$ cat config.mk
export PLATFORM = sky130hd
export DESIGN_NAME = mem_access_sequencer_flat
export DESIGN_NICKNAME = d
export VERILOG_FILES = /design/src/rtl/mem_access_sequencer_if.sv /design/src/rtl/mem_access_sequencer.sv /design/src/flat_wrapper.sv
export SDC_FILE = /design/constraint.sdc
export NUM_CORES = 1
export LEC_CHECK = 0
export ABC_AREA = 1
export BUFFER_PORTS_ARGS = -buffer_cell sky130_fd_sc_hd__clkbuf_2
export CAP_MARGIN = 20
export CORE_UTILIZATION = 39
export CTS_BUF_LIST = sky130_fd_sc_hd__clkbuf_4 sky130_fd_sc_hd__clkbuf_8
export DETAILED_ROUTE_END_ITERATION = 7
export GPL_TIMING_DRIVEN = 0
export HOLD_SLACK_MARGIN = 0.03
export PLACE_DENSITY = 0.59
export RECOVER_POWER = 25
export SLEW_MARGIN = 30
export SYNTH_ARGS = -nofsm -noshare
export SYNTH_HDL_FRONTEND = slang
export SYNTH_SLANG_ARGS = --single-unit
export TNS_END_PERCENT = 50
$ cat constraint.sdc
create_clock -name clk -period 2.45 [get_ports clk]
set_input_delay 0.1225 -clock clk [delete_from_list [all_inputs] [get_ports clk]]
set_output_delay 0.1225 -clock clk [all_outputs]
set_load 0.02 [all_outputs]
$ cat src/rtl/mem_access_sequencer_if.sv
// Pipeline-side request/result signals and Wishbone-style data-memory bus of the MEM-stage sequencer.
// The master modport is the sequencer's view; the slave modport is the pipeline/memory side.
interface mem_access_sequencer_if #(
    parameter int ADDR_W = 16,
    parameter int DATA_W = 16
) ();
    localparam int LANES = DATA_W / 8;

    logic              stall;
    logic              req_valid;
    logic              req_indirect;
    logic              req_we;
    logic              req_byte;
    logic [ADDR_W-1:0] req_addr;
    logic [DATA_W-1:0] req_wdata;

    logic              wb_CYC;
    logic              wb_STB;
    logic              wb_WE;
    logic [ADDR_W-1:0] wb_ADR;
    logic [LANES-1:0]  wb_SEL;
    logic [DATA_W-1:0] wb_DAT_O;
    logic [DATA_W-1:0] wb_DAT_I;
    logic              wb_ACK;
    logic              wb_RTY;

    logic [DATA_W-1:0] rdata;
    logic              done;
    logic              error;
    logic              request_stall;

    modport master (
        input  stall, req_valid, req_indirect, req_we, req_byte, req_addr, req_wdata,
        input  wb_DAT_I, wb_ACK, wb_RTY,
        output wb_CYC, wb_STB, wb_WE, wb_ADR, wb_SEL, wb_DAT_O,
        output rdata, done, error, request_stall
    );

    modport slave (
        output stall, req_valid, req_indirect, req_we, req_byte, req_addr, req_wdata,
        output wb_DAT_I, wb_ACK, wb_RTY,
        input  wb_CYC, wb_STB, wb_WE, wb_ADR, wb_SEL, wb_DAT_O,
        input  rdata, done, error, request_stall
    );
endinterface

$ cat src/rtl/mem_access_sequencer.sv
// LC-3b MEM-stage data-memory master: optional pointer phase, then data phase, with RTY
// retry/backoff and ACK timeout; holds the pipeline until the result is ready.
module mem_access_sequencer #(
    parameter int ADDR_W      = 16,
    parameter int DATA_W      = 16,
    parameter int MAX_RETRY   = 4,
    parameter int BACKOFF_CYC = 2,
    parameter int TIMEOUT     = 255
) (
    input  logic                  clk,
    input  logic                  reset,
    mem_access_sequencer_if.master bus
);
    localparam int LANES   = DATA_W / 8;
    localparam int LSB_W   = (LANES > 1) ? $clog2(LANES) : 1;
    localparam int RETRY_W = $clog2(MAX_RETRY + 1);
    localparam int TMO_W   = $clog2(TIMEOUT + 1);
    localparam int BO_W    = (BACKOFF_CYC > 1) ? $clog2(BACKOFF_CYC) : 1;
    localparam logic [ADDR_W-1:0] LANE_MASK = ADDR_W'(LANES - 1);

    typedef enum logic [2:0] {S_IDLE, S_PTR, S_DATA, S_BACKOFF, S_DONE, S_ERR} state_t;

    state_t              state_reg, state_next;
    logic                indirect_reg, indirect_next;
    logic                we_reg, we_next;
    logic                byte_reg, byte_next;
    logic [ADDR_W-1:0]   addr_reg, addr_next;
    logic [DATA_W-1:0]   wdata_reg, wdata_next;
    logic [ADDR_W-1:0]   ptr_reg, ptr_next;
    logic                ptr_phase_reg, ptr_phase_next;
    logic [RETRY_W-1:0]  retry_reg, retry_next;
    logic [TMO_W-1:0]    wait_reg, wait_next;
    logic [BO_W-1:0]     bo_reg, bo_next;

    logic                stb_reg, stb_next;
    logic                bus_we_reg, bus_we_next;
    logic [ADDR_W-1:0]   adr_reg, adr_next;
    logic [LANES-1:0]    sel_reg, sel_next;
    logic [DATA_W-1:0]   dat_o_reg, dat_o_next;
    logic [DATA_W-1:0]   rdata_reg, rdata_next;
    logic                done_reg, error_reg;

    logic                issue;
    logic [ADDR_W-1:0]   data_adr;
    logic [7:0]          lane_bytes [LANES];
    logic [LSB_W-1:0]    rd_lane;

    for (genvar gi = 0; gi < LANES; gi++) begin : g_lane
        assign lane_bytes[gi] = bus.wb_DAT_I[gi*8 +: 8];
    end
    assign rd_lane = adr_reg[LSB_W-1:0];

    always_comb begin
        state_next     = state_reg;
        indirect_next  = indirect_reg;
        we_next        = we_reg;
        byte_next      = byte_reg;
        addr_next      = addr_reg;
        wdata_next     = wdata_reg;
        ptr_next       = ptr_reg;
        ptr_phase_next = ptr_phase_reg;
        retry_next     = retry_reg;
        wait_next      = wait_reg;
        bo_next        = bo_reg;
        stb_next       = stb_reg;
        bus_we_next    = bus_we_reg;
        adr_next       = adr_reg;
        sel_next       = sel_reg;
        dat_o_next     = dat_o_reg;
        rdata_next     = rdata_reg;
        issue          = 1'b0;
        data_adr       = '0;

        case (state_reg)
            S_IDLE: begin
                if (bus.req_valid) begin
                    indirect_next  = bus.req_indirect;
                    we_next        = bus.req_we;
                    byte_next      = bus.req_byte;
                    addr_next      = bus.req_addr;
                    wdata_next     = bus.req_wdata;
                    ptr_phase_next = bus.req_indirect;
                    retry_next     = '0;
                    state_next     = bus.req_indirect ? S_PTR : S_DATA;
                    issue          = 1'b1;
                end
            end
            S_PTR, S_DATA: begin
                if (!stb_reg) begin
                    // the one idle strobe cycle after the pointer phase completes
                    issue = 1'b1;
                end else if (bus.wb_RTY) begin
                    stb_next = 1'b0;
                    if (int'(retry_reg) >= MAX_RETRY) begin
                        state_next = S_ERR;
                    end else begin
                        retry_next = retry_reg + RETRY_W'(1);
                        bo_next    = '0;
                        state_next = S_BACKOFF;
                    end
                end else if (bus.wb_ACK) begin
                    stb_next = 1'b0;
                    if (state_reg == S_PTR) begin
                        ptr_next       = bus.wb_DAT_I[ADDR_W-1:0];
                        ptr_phase_next = 1'b0;
                        retry_next     = '0;
                        wait_next      = '0;
                        state_next     = S_DATA;
                    end else begin
                        state_next = S_DONE;
                        if (we_reg)
                            rdata_next = '0;
                        else if (byte_reg)
                            rdata_next = DATA_W'(lane_bytes[rd_lane]);
                        else
                            rdata_next = bus.wb_DAT_I;
                    end
                end else if (int'(wait_reg) >= TIMEOUT - 1) begin
                    stb_next   = 1'b0;
                    state_next = S_ERR;
                end else begin
                    wait_next = wait_reg + TMO_W'(1);
                end
            end
            S_BACKOFF: begin
                if (int'(bo_reg) >= BACKOFF_CYC - 1) begin
                    state_next = ptr_phase_reg ? S_PTR : S_DATA;
                    issue      = 1'b1;
                end else begin
                    bo_next = bo_reg + BO_W'(1);
                end
            end
            S_DONE, S_ERR: begin
                if (!bus.stall)
                    state_next = S_IDLE;
            end
            default: state_next = S_IDLE;
        endcase

        // Bus fields are rebuilt from the latched request so a re-issue repeats them exactly.
        if (issue) begin
            stb_next  = 1'b1;
            wait_next = '0;
            if (state_next == S_PTR) begin
                bus_we_next = 1'b0;
                adr_next    = addr_next & ~LANE_MASK;
                sel_next    = '1;
                dat_o_next  = '0;
            end else begin
                data_adr    = indirect_next ? ptr_next : addr_next;
                bus_we_next = we_next;
                adr_next    = data_adr;
                sel_next    = byte_next ? (LANES'(1) << data_adr[LSB_W-1:0]) : '1;
                dat_o_next  = byte_next ? {LANES{wdata_next[7:0]}} : wdata_next;
            end
        end

        if (state_next == S_ERR)
            rdata_next = '0;
    end

    always_ff @(posedge clk) begin
        if (reset) begin
            state_reg     <= S_IDLE;
            indirect_reg  <= 1'b0;
            we_reg        <= 1'b0;
            byte_reg      <= 1'b0;
            addr_reg      <= '0;
            wdata_reg     <= '0;
            ptr_reg       <= '0;
            ptr_phase_reg <= 1'b0;
            retry_reg     <= '0;
            wait_reg      <= '0;
            bo_reg        <= '0;
            stb_reg       <= 1'b0;
            bus_we_reg    <= 1'b0;
            adr_reg       <= '0;
            sel_reg       <= '0;
            dat_o_reg     <= '0;
            rdata_reg     <= '0;
            done_reg      <= 1'b0;
            error_reg     <= 1'b0;
        end else begin
            state_reg     <= state_next;
            indirect_reg  <= indirect_next;
            we_reg        <= we_next;
            byte_reg      <= byte_next;
            addr_reg      <= addr_next;
            wdata_reg     <= wdata_next;
            ptr_reg       <= ptr_next;
            ptr_phase_reg <= ptr_phase_next;
            retry_reg     <= retry_next;
            wait_reg      <= wait_next;
            bo_reg        <= bo_next;
            stb_reg       <= stb_next;
            bus_we_reg    <= bus_we_next;
            adr_reg       <= adr_next;
            sel_reg       <= sel_next;
            dat_o_reg     <= dat_o_next;
            rdata_reg     <= rdata_next;
            done_reg      <= (state_next == S_DONE) || (state_next == S_ERR);
            error_reg     <= (state_next == S_ERR);
        end
    end

    assign bus.wb_CYC   = stb_reg;
    assign bus.wb_STB   = stb_reg;
    assign bus.wb_WE    = bus_we_reg;
    assign bus.wb_ADR   = adr_reg;
    assign bus.wb_SEL   = sel_reg;
    assign bus.wb_DAT_O = dat_o_reg;
    assign bus.rdata    = rdata_reg;
    assign bus.done     = done_reg;
    assign bus.error    = error_reg;
    assign bus.request_stall = (bus.req_valid && (state_reg == S_IDLE)) ||
                               (state_reg == S_PTR) || (state_reg == S_DATA) ||
                               (state_reg == S_BACKOFF);
endmodule

$ cat src/flat_wrapper.sv
// flat-port wrapper written by rule: the top's interface ports become plain ports
module mem_access_sequencer_flat 
#(
    parameter int ADDR_W      = 16,
    parameter int DATA_W      = 16,
    parameter int MAX_RETRY   = 4,
    parameter int BACKOFF_CYC = 2,
    parameter int TIMEOUT     = 255
)
  (clk, reset, bus_stall, bus_req_valid, bus_req_indirect, bus_req_we, bus_req_byte, bus_req_addr, bus_req_wdata, bus_wb_DAT_I, bus_wb_ACK, bus_wb_RTY, bus_wb_CYC, bus_wb_STB, bus_wb_WE, bus_wb_ADR, bus_wb_SEL, bus_wb_DAT_O, bus_rdata, bus_done, bus_error, bus_request_stall);
  mem_access_sequencer_if #(.ADDR_W(ADDR_W), .DATA_W(DATA_W)) bus_i ();
  input  logic clk;
  input  logic reset;
  input wire logic [$bits(bus_i.stall)-1:0] bus_stall;
  input wire logic [$bits(bus_i.req_valid)-1:0] bus_req_valid;
  input wire logic [$bits(bus_i.req_indirect)-1:0] bus_req_indirect;
  input wire logic [$bits(bus_i.req_we)-1:0] bus_req_we;
  input wire logic [$bits(bus_i.req_byte)-1:0] bus_req_byte;
  input wire logic [$bits(bus_i.req_addr)-1:0] bus_req_addr;
  input wire logic [$bits(bus_i.req_wdata)-1:0] bus_req_wdata;
  input wire logic [$bits(bus_i.wb_DAT_I)-1:0] bus_wb_DAT_I;
  input wire logic [$bits(bus_i.wb_ACK)-1:0] bus_wb_ACK;
  input wire logic [$bits(bus_i.wb_RTY)-1:0] bus_wb_RTY;
  output wire logic [$bits(bus_i.wb_CYC)-1:0] bus_wb_CYC;
  output wire logic [$bits(bus_i.wb_STB)-1:0] bus_wb_STB;
  output wire logic [$bits(bus_i.wb_WE)-1:0] bus_wb_WE;
  output wire logic [$bits(bus_i.wb_ADR)-1:0] bus_wb_ADR;
  output wire logic [$bits(bus_i.wb_SEL)-1:0] bus_wb_SEL;
  output wire logic [$bits(bus_i.wb_DAT_O)-1:0] bus_wb_DAT_O;
  output wire logic [$bits(bus_i.rdata)-1:0] bus_rdata;
  output wire logic [$bits(bus_i.done)-1:0] bus_done;
  output wire logic [$bits(bus_i.error)-1:0] bus_error;
  output wire logic [$bits(bus_i.request_stall)-1:0] bus_request_stall;
  assign bus_i.stall = bus_stall;
  assign bus_i.req_valid = bus_req_valid;
  assign bus_i.req_indirect = bus_req_indirect;
  assign bus_i.req_we = bus_req_we;
  assign bus_i.req_byte = bus_req_byte;
  assign bus_i.req_addr = bus_req_addr;
  assign bus_i.req_wdata = bus_req_wdata;
  assign bus_i.wb_DAT_I = bus_wb_DAT_I;
  assign bus_i.wb_ACK = bus_wb_ACK;
  assign bus_i.wb_RTY = bus_wb_RTY;
  assign bus_wb_CYC = bus_i.wb_CYC;
  assign bus_wb_STB = bus_i.wb_STB;
  assign bus_wb_WE = bus_i.wb_WE;
  assign bus_wb_ADR = bus_i.wb_ADR;
  assign bus_wb_SEL = bus_i.wb_SEL;
  assign bus_wb_DAT_O = bus_i.wb_DAT_O;
  assign bus_rdata = bus_i.rdata;
  assign bus_done = bus_i.done;
  assign bus_error = bus_i.error;
  assign bus_request_stall = bus_i.request_stall;
  mem_access_sequencer #(.ADDR_W(ADDR_W), .DATA_W(DATA_W), .MAX_RETRY(MAX_RETRY), .BACKOFF_CYC(BACKOFF_CYC), .TIMEOUT(TIMEOUT)) u_core (.clk(clk), .reset(reset), .bus(bus_i));
endmodule
==> results of run 1 <==
power groups by stage:
stage	Sequential [mW]	Combinational, mW	Clock, mW
finish	2.43	2.35	2.05
global route	2.46	2.60	2.18
CTS	2.43	2.39	2.09
detailed placement	2.47	2.32	0
global placement	2.47	2.31	0
floorplan	2.67	1.42	0
worst max-delay path: cells and delay by family, from the launching register on:
kind                   cells  cell delay, ns
AOI/OAI and AO/OA          1            0.22
DFF                        1            0.46
and+or+nand+nor            3            0.39
buffers and inverters      2            0.98
through the flow:
stage	cell area [um^2]	instances	utilization [%]
after floorplan	5590	809	-
after global placement	6370	1101	45.7
after detailed placement	6370	1101	45.7
after CTS	7240	1174	52.0
after global routing	7180	1174	51.6
final	7180	1174	51.6
routing by layer:
layer  track usage, %  part of all wire, %  vias to the layer above
li1                 -                    -                     2914
met1             29.7                   49                     2427
met2             34.2                   44                      150
met3             5.57                  5.0                       20
met4             8.10                  1.6                        0
met5                0                    0                        -
cell usage after synthesis (9+ instances only):
library cell | instances | area [um^2]
o21ai_0 | 63 | 315
nor2_1 | 72 | 270
buf_2 | 11 | 55.1
dfxtp_1 | 121 | 2420
clkbuf_1 | 10 | 37.5
inv_1 | 87 | 327
inv_2 | 9 | 33.8
nand2_1 | 258 | 968
nand3_1 | 44 | 220
o21ai_1 | 10 | 50.1
a21oi_1 | 46 | 230
cells in the final DEF (no fill, tap or decap), types with 3 or more instances in the layout:
cell type and n:
a21oi_1 46, a22oi_1 7, buf_2 11, buf_4 6, buf_6 3, bufinv_16 4
clkbuf_1 54, clkbuf_2 68, clkbuf_4 4, clkbuf_8 21, clkinv_1 3, dfxtp_1 121
dlygate4sd3_1 41, ha_1 4, inv_1 87, inv_2 9, mux2i_1 8, nand2_1 258
nand2_2 4, nand3_1 44, nand4_1 4, nor2_1 72, o211ai_1 8, o21ai_0 63
o21ai_1 10
final cells by class:
cell class	instances	area [um^2]
clock buffers	25	319
repair buffers	153	916
inverters	100	378
clock inverters	7	138
multi-input cells	556	2610
well taps	180	225
fillers	1398	6750
flip-flops and latches	121	2420
plain buffers	32	179
cell families (layout without fill, tap and decap cells):
kind of cell / count (synthesis) / in the layout / share of synthesized area (%)
compound gates: 144 / 144 / 14.3
buf+inv: 132 / 317 / 9.97
fa+ha+maj: 4 / 4 / 0.896
simple gates: 398 / 398 / 29.7
xor+xnor: 2 / 2 / 0.314
flops: 121 / 121 / 43.4
mux: 8 / 8 / 1.43
worst paths after layout:
path	slack (ns)	start	depth (start not counted)	endpoint
worst max-delay path	0.36	u_core.state_reg[0]$_SDFF_PP0_	6	u_core.wdata_reg[0]$_SDFF_PP0_
worst min-delay path	0.07	bus_req_addr[0]	4	u_core.addr_reg[0]$_SDFF_PP0_
worst max register to register	0.36	u_core.state_reg[0]$_SDFF_PP0_	6	u_core.wdata_reg[0]$_SDFF_PP0_
worst min register to register	0.45	u_core.bus.wb_DAT_O[10]$_SDFFE_PP0P_	2	u_core.bus.wb_DAT_O[10]$_SDFFE_PP0P_
==> impl_metrics.py, run 1 <==
metrics = {
    "status": {
        "status": "finished clean",
    },
    "pwr": {
        "power_frac_clock_pct": 30.0,
        "power_density_mw_per_mm2": 950,
        "p_total_mw": 6.82,
        "pwr-share-seq_pct": 35.6,
        "power_leakage_nw": 3.45,
        "pwr-share-comb_pct": 34.4,
        "p_int_mw": 4.27,
        "switching_power_mw": 2.55,
        "power_switching_share_pct": 37.4,
        "ir_drop_uv": 430,
    },
    "logic_synthesis": {
        "synth.avg_cell_area_um2": 6.91,
        "synth_cell_types": 42,
        "async_flop_share_pct": 0,
        "synth_edf_count": 0,
        "synth-seq-area-share_pct": 43.4,
        "syn_nets": 870,
        "synth-main-ff-cell": "dfxtp_1",
        "ys_warn_count": 0,
        "syn_area_mm2": 0.00559,
        "synth_cells": 809,
        "synth-seq-cells": 121,
    },
    "cts": {
        "worstSkewPairLatency_ns": 0.44,
        "numCtsBuffers": 17,
        "clock_sinks": 121,
        "post_cts_resized": 0,
        "cts_root_buf": "clkbuf_8",
        "cts_tree": "built",
        "cts_setup_buffers": 0,
        "clk_path_buf_depth": 2,
        "clkTransAtPathRegs_ns": 0.07,
        "hold_buffers": 41,
        "cts.htree.levels": 4,
    },
    "detailed_routing": {
        "antenna_left": 0,
        "initialDrtViolationCount": 369,
        "dr.pass1.iters": 5,
        "num_vias": 5511,
        "wl_mm": 15.8,
        "avgViaCountPerCell": 4.69,
        "drc_errors": 0,
        "routedWlPerCell_um": 13.4,
    },
    "critical_path": {
        "path_max_fanout": 10,
        "cp.required_ns": 2.84,
        "path_cells": "nor2_1 > nand2_2 > buf_1 > nand2_1 > a21oi_1 > dlygate4sd3_1",
        "end_kind": "flop",
        "arrival_ns": 2.48,
        "crit_type": "reg2reg",
        "startpoint_type": "flop",
        "crit_slowest_cell": "dlygate4sd3_1",
        "max_stage_delay_ns": 0.57,
    },
    "timing": {
        "hold_viol": 0,
        "holdWs_ns": 0.0652,
        "finalSetupTns_ns": 0,
        "fin_skew_ns": 0.00856,
        "setup_slack_ns": 0.355,
        "rsz0062_at_grt": "no",
        "min_period_over_period_pct": 85.5,
        "finalSetupViolCount": 0,
        "min_period_ns": 2.09,
        "maxSlewViolCount": 0,
        "worst_pin_slew_ns": 0.545,
        "slew_headroom_pct": 63.6,
        "clock.fmax_mhz": 477,
    },
    "final_layout": {
        "fin_nets": 1042,
        "drive_gt1_share_pct": 14.7,
        "syn2layout_area_growth_pct": 28.6,
        "antennaDiodeCount": 0,
    },
    "floorplan": {
        "fp.dieH_um": 122,
        "dieArea_mm2": 0.0148,
        "start_util_pct": 40.1,
        "fp.coreArea_mm2": 0.0139,
        "rows": 43,
        "fp.dieW_um": 122,
        "ios": 113,
    },
    "grt": {
        "grt_pass1_vias": 5114,
        "grt_first_pass_wirelength_mm": 25.0,
        "grt_use_total_pct": 22.1,
        "grt_max_degree": 17,
        "overflow": 0,
        "antenna_found_initial": 0,
    },
    "placement": {
        "pre_cts_ws_ns": 0.355,
        "io_buffers": 112,
        "gp_congestion": 0.856,
        "dpl.hpwl_mm": 11.6,
    },
    "job": {
        "maxCapViolCount": 0,
    },
    "min_path": {
        "hold_path_class": "in2reg",
    },
}
Note: power is estimated with default switching activity, not from simulation.
==> run 2, diff against run 1 <==
- CORE_UTILIZATION: 39 -> 50
- PLACE_DENSITY: 0.59 -> 0.73
==> run 2 against run 1 <==
Against the previous run:
- first-iteration DRC count is 19% higher
- clock-buffer cell count is 4 lower
- core utilization is 13 points higher
- clock skew is 0.0048 ns higher
- critical path depth stayed put
- routed wire length is 3.1% lower
- hold slack worse by 0.019 ns
==> impl_metrics.py, run 2 (synthesized netlist as in run 1, its figures left out) <==
metrics = {
    "status": {
        "status": "finished clean",
    },
    "floorplan": {
        "ios": 113,
        "fp.coreArea_mm2": 0.0108,
        "fp.dieW_um": 108,
        "fp.dieH_um": 108,
        "dieArea_mm2": 0.0116,
        "start_util_pct": 51.5,
        "rows": 38,
    },
    "grt": {
        "grt_first_pass_wirelength_mm": 24.5,
        "grt_pass1_vias": 5125,
        "grt_use_total_pct": 27.4,
        "overflow": 0,
        "antenna_found_initial": 0,
        "grt_max_degree": 17,
    },
    "pwr": {
        "p_int_mw": 4.09,
        "switching_power_mw": 2.58,
        "power_leakage_nw": 3.41,
        "power_frac_clock_pct": 28.4,
        "pwr-share-comb_pct": 35.1,
        "p_total_mw": 6.66,
        "power_density_mw_per_mm2": 946,
        "power_switching_share_pct": 38.7,
        "pwr-share-seq_pct": 36.6,
        "ir_drop_uv": 700,
    },
    "cts": {
        "cts_root_buf": "clkbuf_8",
        "cts_setup_buffers": 0,
        "worstSkewPairLatency_ns": 0.44,
        "cts.htree.levels": 4,
        "clk_path_buf_depth": 2,
        "clkTransAtPathRegs_ns": 0.08,
        "cts_tree": "built",
        "clock_sinks": 121,
        "numCtsBuffers": 17,
    },
    "critical_path": {
        "startpoint_type": "flop",
        "cp.required_ns": 2.84,
        "arrival_ns": 2.57,
        "path_max_fanout": 10,
        "end_kind": "flop",
        "crit_type": "reg2reg",
    },
    "detailed_routing": {
        "antenna_left": 0,
        "dr.pass1.iters": 7,
        "drc_errors": 0,
        "num_vias": 5602,
        "wl_mm": 15.3,
        "routedWlPerCell_um": 13.6,
        "initialDrtViolationCount": 438,
        "avgViaCountPerCell": 4.97,
    },
    "final_layout": {
        "num-fill-cells": 1017,
        "fin_nets": 1036,
        "drive_gt1_share_pct": 14.8,
        "antennaDiodeCount": 0,
        "final_common_cell": "nand2_1",
        "syn2layout_area_growth_pct": 26.0,
        "final_cell_mix": "258 x nand2_1, 121 x dfxtp_1, 87 x inv_1, 72 x nor2_1, 68 x clkbuf_2",
    },
    "timing": {
        "hold_viol": 0,
        "slew_headroom_pct": 61.9,
        "holdWs_ns": 0.0463,
        "worst_pin_slew_ns": 0.571,
        "clock.fmax_mhz": 460,
        "rsz0062_at_grt": "no",
        "min_period_ns": 2.17,
        "min_period_over_period_pct": 88.8,
        "finalSetupViolCount": 0,
        "fin_skew_ns": 0.0133,
        "maxSlewViolCount": 0,
        "finalSetupTns_ns": 0,
    },
    "min_path": {
        "hold_path_class": "in2reg",
    },
    "job": {
        "maxCapViolCount": 0,
    },
    "placement": {
        "io_buffers": 112,
        "dpl.hpwl_mm": 10.9,
        "gp_congestion": 0.887,
    },
}
[run 2: changes by cell type in the layout (fill, tap and decap cells not counted)]
cell,previous run,this run
clkbuf_8,21,19
bufinv_16,4,3
dlygate4sd3_1,41,35
clkinvlp_4,1,2
clkinv_4,0,3
clkinv_2,2,3
clkbuf_4,4,2
[run 2: worst paths after layout]
path	from	end	slack, ns	depth (start not counted)
min	bus_wb_DAT_I[11]	u_core.ptr_reg[11]$_SDFF_PP0_	0.05	5
max	u_core.state_reg[0]$_SDFF_PP0_	u_core.wdata_reg[0]$_SDFF_PP0_	0.28	6
min reg2reg	u_core.bus.wb_DAT_O[15]$_SDFFE_PP0P_	u_core.bus.wb_DAT_O[15]$_SDFFE_PP0P_	0.46	2
max reg2reg	u_core.state_reg[0]$_SDFF_PP0_	u_core.wdata_reg[0]$_SDFF_PP0_	0.28	6
[run 2: per-layer routing]
metal	vias to the layer above	part of all wire (%)	global-route usage [%]
li1	2898	-	-
met1	2503	46	35.4
met2	175	47	44.8
met3	26	5.1	5.45
met4	0	1.8	10.1
met5	-	0	0
[run 2: power groups by stage]
stage	clock, mW	sequential (mW)	combinational [mW]
after CTS	1.89	2.43	2.35
final	1.89	2.44	2.34
after global routing	1.99	2.46	2.60
after global placement	0	2.47	2.27
after floorplan	0	2.67	1.42
after detailed placement	0	2.47	2.29
[run 2: per-stage QoR]
step / std cells / instance area (um^2) / utilization, % / setup WS (ns)
final: 1128 / 7040 / 64.9 / 0.275
after global routing: 1128 / 7040 / 64.9 / 0.129
after CTS: 1128 / 7100 / 65.5 / 0.329
after detailed placement: 1061 / 6320 / 58.3 / 0.361
after global placement: 1061 / 6320 / 58.3 / 0.383
after floorplan: 809 / 5590 / - / 0.689
[run 2: timing repair]
item,in CTS,in global routing
setup endpoints to repair,0,0
gates resized for setup,0,0
hold endpoints to repair,34,0
hold buffers,35,0
[run 2: cell type report]
class | instances | area, um^2 | area share (%)
Sequential cell | 121 | 2420 | 34.4
Timing Repair Buffer | 147 | 856 | 12.2
Buffer | 32 | 179 | 2.54
Clock inverter | 11 | 146 | 2.08
Clock buffer | 21 | 277 | 3.93
Inverter | 100 | 378 | 5.37
Multi-Input combinational cell | 556 | 2610 | 37.0
Tap cell | 140 | 175 | 2.49
[run 2: critical path: stages, from the launching register on]
cell and delay, ns:
dfxtp_1 0.47, nor2_1 0.11, nand2_2 0.16, buf_1 0.40, nand2_1 0.13, a21oi_1 0.28
dlygate4sd3_1 0.59
==> run 3, diff against run 2 <==
- CORE_ASPECT_RATIO: default -> 0.8
==> run 3 against run 2 <==
Against the previous run:
- register-to-register slack improved by 0.03 ns
- flip-flop and latch count did not move
- non-clock buffer count rose by 6
- combinational power barely moved
- die area barely moved
==> impl_metrics.py, run 3 (synthesized netlist as in run 1, its figures left out) <==
metrics = {
    "status": {
        "status": "finished clean",
    },
    "final_layout": {
        "antennaDiodeCount": 0,
        "fin_nets": 1042,
        "drive_gt1_share_pct": 14.3,
        "syn2layout_area_growth_pct": 26.2,
        "layoutNonFillerInstCount": 1133,
        "final_cell_mix": "258 x nand2_1, 121 x dfxtp_1, 87 x inv_1, 72 x nor2_1, 68 x clkbuf_2",
        "final_common_cell": "nand2_1",
    },
    "pwr": {
        "pwr-share-comb_pct": 36.0,
        "power_switching_share_pct": 38.5,
        "switching_power_mw": 2.50,
        "power_frac_clock_pct": 26.6,
        "power_leakage_nw": 3.41,
        "power_density_mw_per_mm2": 921,
        "p_int_mw": 3.99,
        "ir_drop_uv": 617,
        "pwr-share-seq_pct": 37.5,
    },
    "critical_path": {
        "r2r-start": "u_core.state_reg[0]$_SDFF_PP0_",
        "crit_slowest_cell": "dlygate4sd3_1",
        "path_cells": "nor2_1 > nand2_2 > buf_1 > nand2_1 > a21oi_1 > dlygate4sd3_1",
        "crit_type": "reg2reg",
        "end_kind": "flop",
        "reg2regPathDepth": 6,
        "arrival_ns": 2.52,
        "r2r_slack_ns": 0.31,
        "cp.required_ns": 2.83,
        "path_max_fanout": 10,
        "startpoint_type": "flop",
        "max_stage_delay_ns": 0.59,
        "timing.rr.end": "u_core.wdata_reg[0]$_SDFF_PP0_",
    },
    "grt": {
        "grt_pass1_vias": 4922,
        "grt_use_total_pct": 27.2,
        "overflow": 0,
        "antenna_found_initial": 0,
        "grt_first_pass_wirelength_mm": 24.3,
        "grt_max_degree": 17,
    },
    "floorplan": {
        "fp.dieH_um": 96.5,
        "rows": 34,
        "dieArea_mm2": 0.0116,
        "start_util_pct": 51.3,
        "fp.coreArea_mm2": 0.0109,
        "ios": 113,
        "fp.dieW_um": 120,
    },
    "timing": {
        "finalSetupTns_ns": 0,
        "hold_viol": 0,
        "worst_pin_slew_ns": 0.546,
        "min_period_over_period_pct": 87.4,
        "slew_headroom_pct": 63.6,
        "maxSlewViolCount": 0,
        "min_period_ns": 2.14,
        "setup_slack_ns": 0.308,
        "clock.fmax_mhz": 467,
        "fin_skew_ns": 0.00809,
        "finalSetupViolCount": 0,
        "rsz0062_at_grt": "no",
    },
    "detailed_routing": {
        "drc_errors": 0,
        "avgViaCountPerCell": 5.00,
        "num_vias": 5660,
        "wl_mm": 15.1,
        "routedWlPerCell_um": 13.3,
        "initialDrtViolationCount": 449,
        "antenna_left": 0,
        "dr.pass1.iters": 5,
    },
    "cts": {
        "cts.htree.levels": 4,
        "clkTransAtPathRegs_ns": 0.07,
        "cts_root_buf": "clkbuf_8",
        "cts_tree": "built",
        "numCtsBuffers": 17,
        "post_cts_resized": 0,
        "worstSkewPairLatency_ns": 0.43,
        "clk_path_buf_depth": 2,
        "clock_sinks": 121,
    },
    "job": {
        "maxCapViolCount": 0,
    },
    "placement": {
        "io_buffers": 112,
        "pre_cts_ws_ns": 0.436,
        "dpl.hpwl_mm": 10.9,
        "gp_congestion": 0.911,
        "place_inst": 1065,
    },
    "min_path": {
        "hold_path_class": "in2reg",
        "holdCritStartpoint": "bus_wb_DAT_I[3]",
        "holdPathStages": 5,
        "worstHoldEndpoint": "u_core.ptr_reg[3]$_SDFF_PP0_",
    },
}
==> run 3: final cells by class <==
cell class / count / area (um^2)
Fill cell: 1032 / 3840
Multi-Input combinational cell: 556 / 2610
Sequential cell: 121 / 2420
Timing Repair Buffer: 153 / 916
Inverter: 100 / 378
Clock buffer: 23 / 298
Tap cell: 144 / 180
Buffer: 32 / 179
Clock inverter: 4 / 70.1
==> run 3: worst max-delay path by stage <==
stage	from	endpoint	slack (ns)	cells after the start
finish	u_core.state_reg[0]$_SDFF_PP0_	u_core.wdata_reg[0]$_SDFF_PP0_	0.31	6
global placement	u_core.wait_reg[0]$_SDFFE_PP0P_	u_core.bus.wb_ADR[11]$_SDFFE_PP0P_	0.45	13
global route	u_core.state_reg[0]$_SDFF_PP0_	u_core.wdata_reg[0]$_SDFF_PP0_	0.19	6
CTS	u_core.state_reg[0]$_SDFF_PP0_	u_core.wdata_reg[0]$_SDFF_PP0_	0.39	6
floorplan	u_core.bus.wb_CYC$_SDFFE_PP0P_	u_core.bus.wb_ADR[10]$_SDFFE_PP0P_	0.69	10
detailed placement	u_core.wait_reg[1]$_SDFFE_PP0P_	u_core.bus.rdata[2]$_SDFFE_PP0P_	0.44	11
==> run 3: layer usage <==
| metal | up-vias | GRT usage (%) | share of wire, % |
|---|---|---|---|
| li1 | 2907 | - | - |
| met1 | 2505 | 37.9 | 48 |
| met2 | 222 | 41.2 | 43 |
| met3 | 26 | 5.75 | 6.8 |
| met4 | 0 | 10.6 | 1.7 |
| met5 | - | 0 | 0 |
==> run 3: critical path: cells and delay by family, from the launching register on <==
family / cells / cell delay (ns)
buffers and inverters: 2 / 1.00
DFF: 1 / 0.46
and+or+nand+nor: 3 / 0.39
AOI/OAI and AO/OA: 1 / 0.23
==> run 3: what timing repair did <==
item                      4_1_cts  5_1_grt
hold buffers                   41        0
setup buffers                   0        0
hold endpoints to repair       40        0
==> run 3: through the flow <==
stage / hold slack, ns / cell area (um^2) / power (mW) / util [%]
5_1_grt: 0.0776 / 7050 / 6.92 / 64.7
3_3_place_gp: 0.383 / 6330 / 4.74 / 58.1
2_1_floorplan: 0.203 / 5590 / 4.09 / -
6_report: 0.0509 / 7050 / 6.49 / 64.7
4_1_cts: 0.0307 / 7110 / 6.53 / 65.2
3_5_place_dp: 0.386 / 6330 / 4.76 / 58.1
==> run 3: power by group through the flow <==
stage,combinational (mW),sequential (mW),clock (mW)
floorplan,1.42,2.67,0
global placement,2.27,2.47,0
detailed placement,2.29,2.47,0
CTS,2.35,2.43,1.74
global route,2.62,2.47,1.83
finish,2.33,2.43,1.73
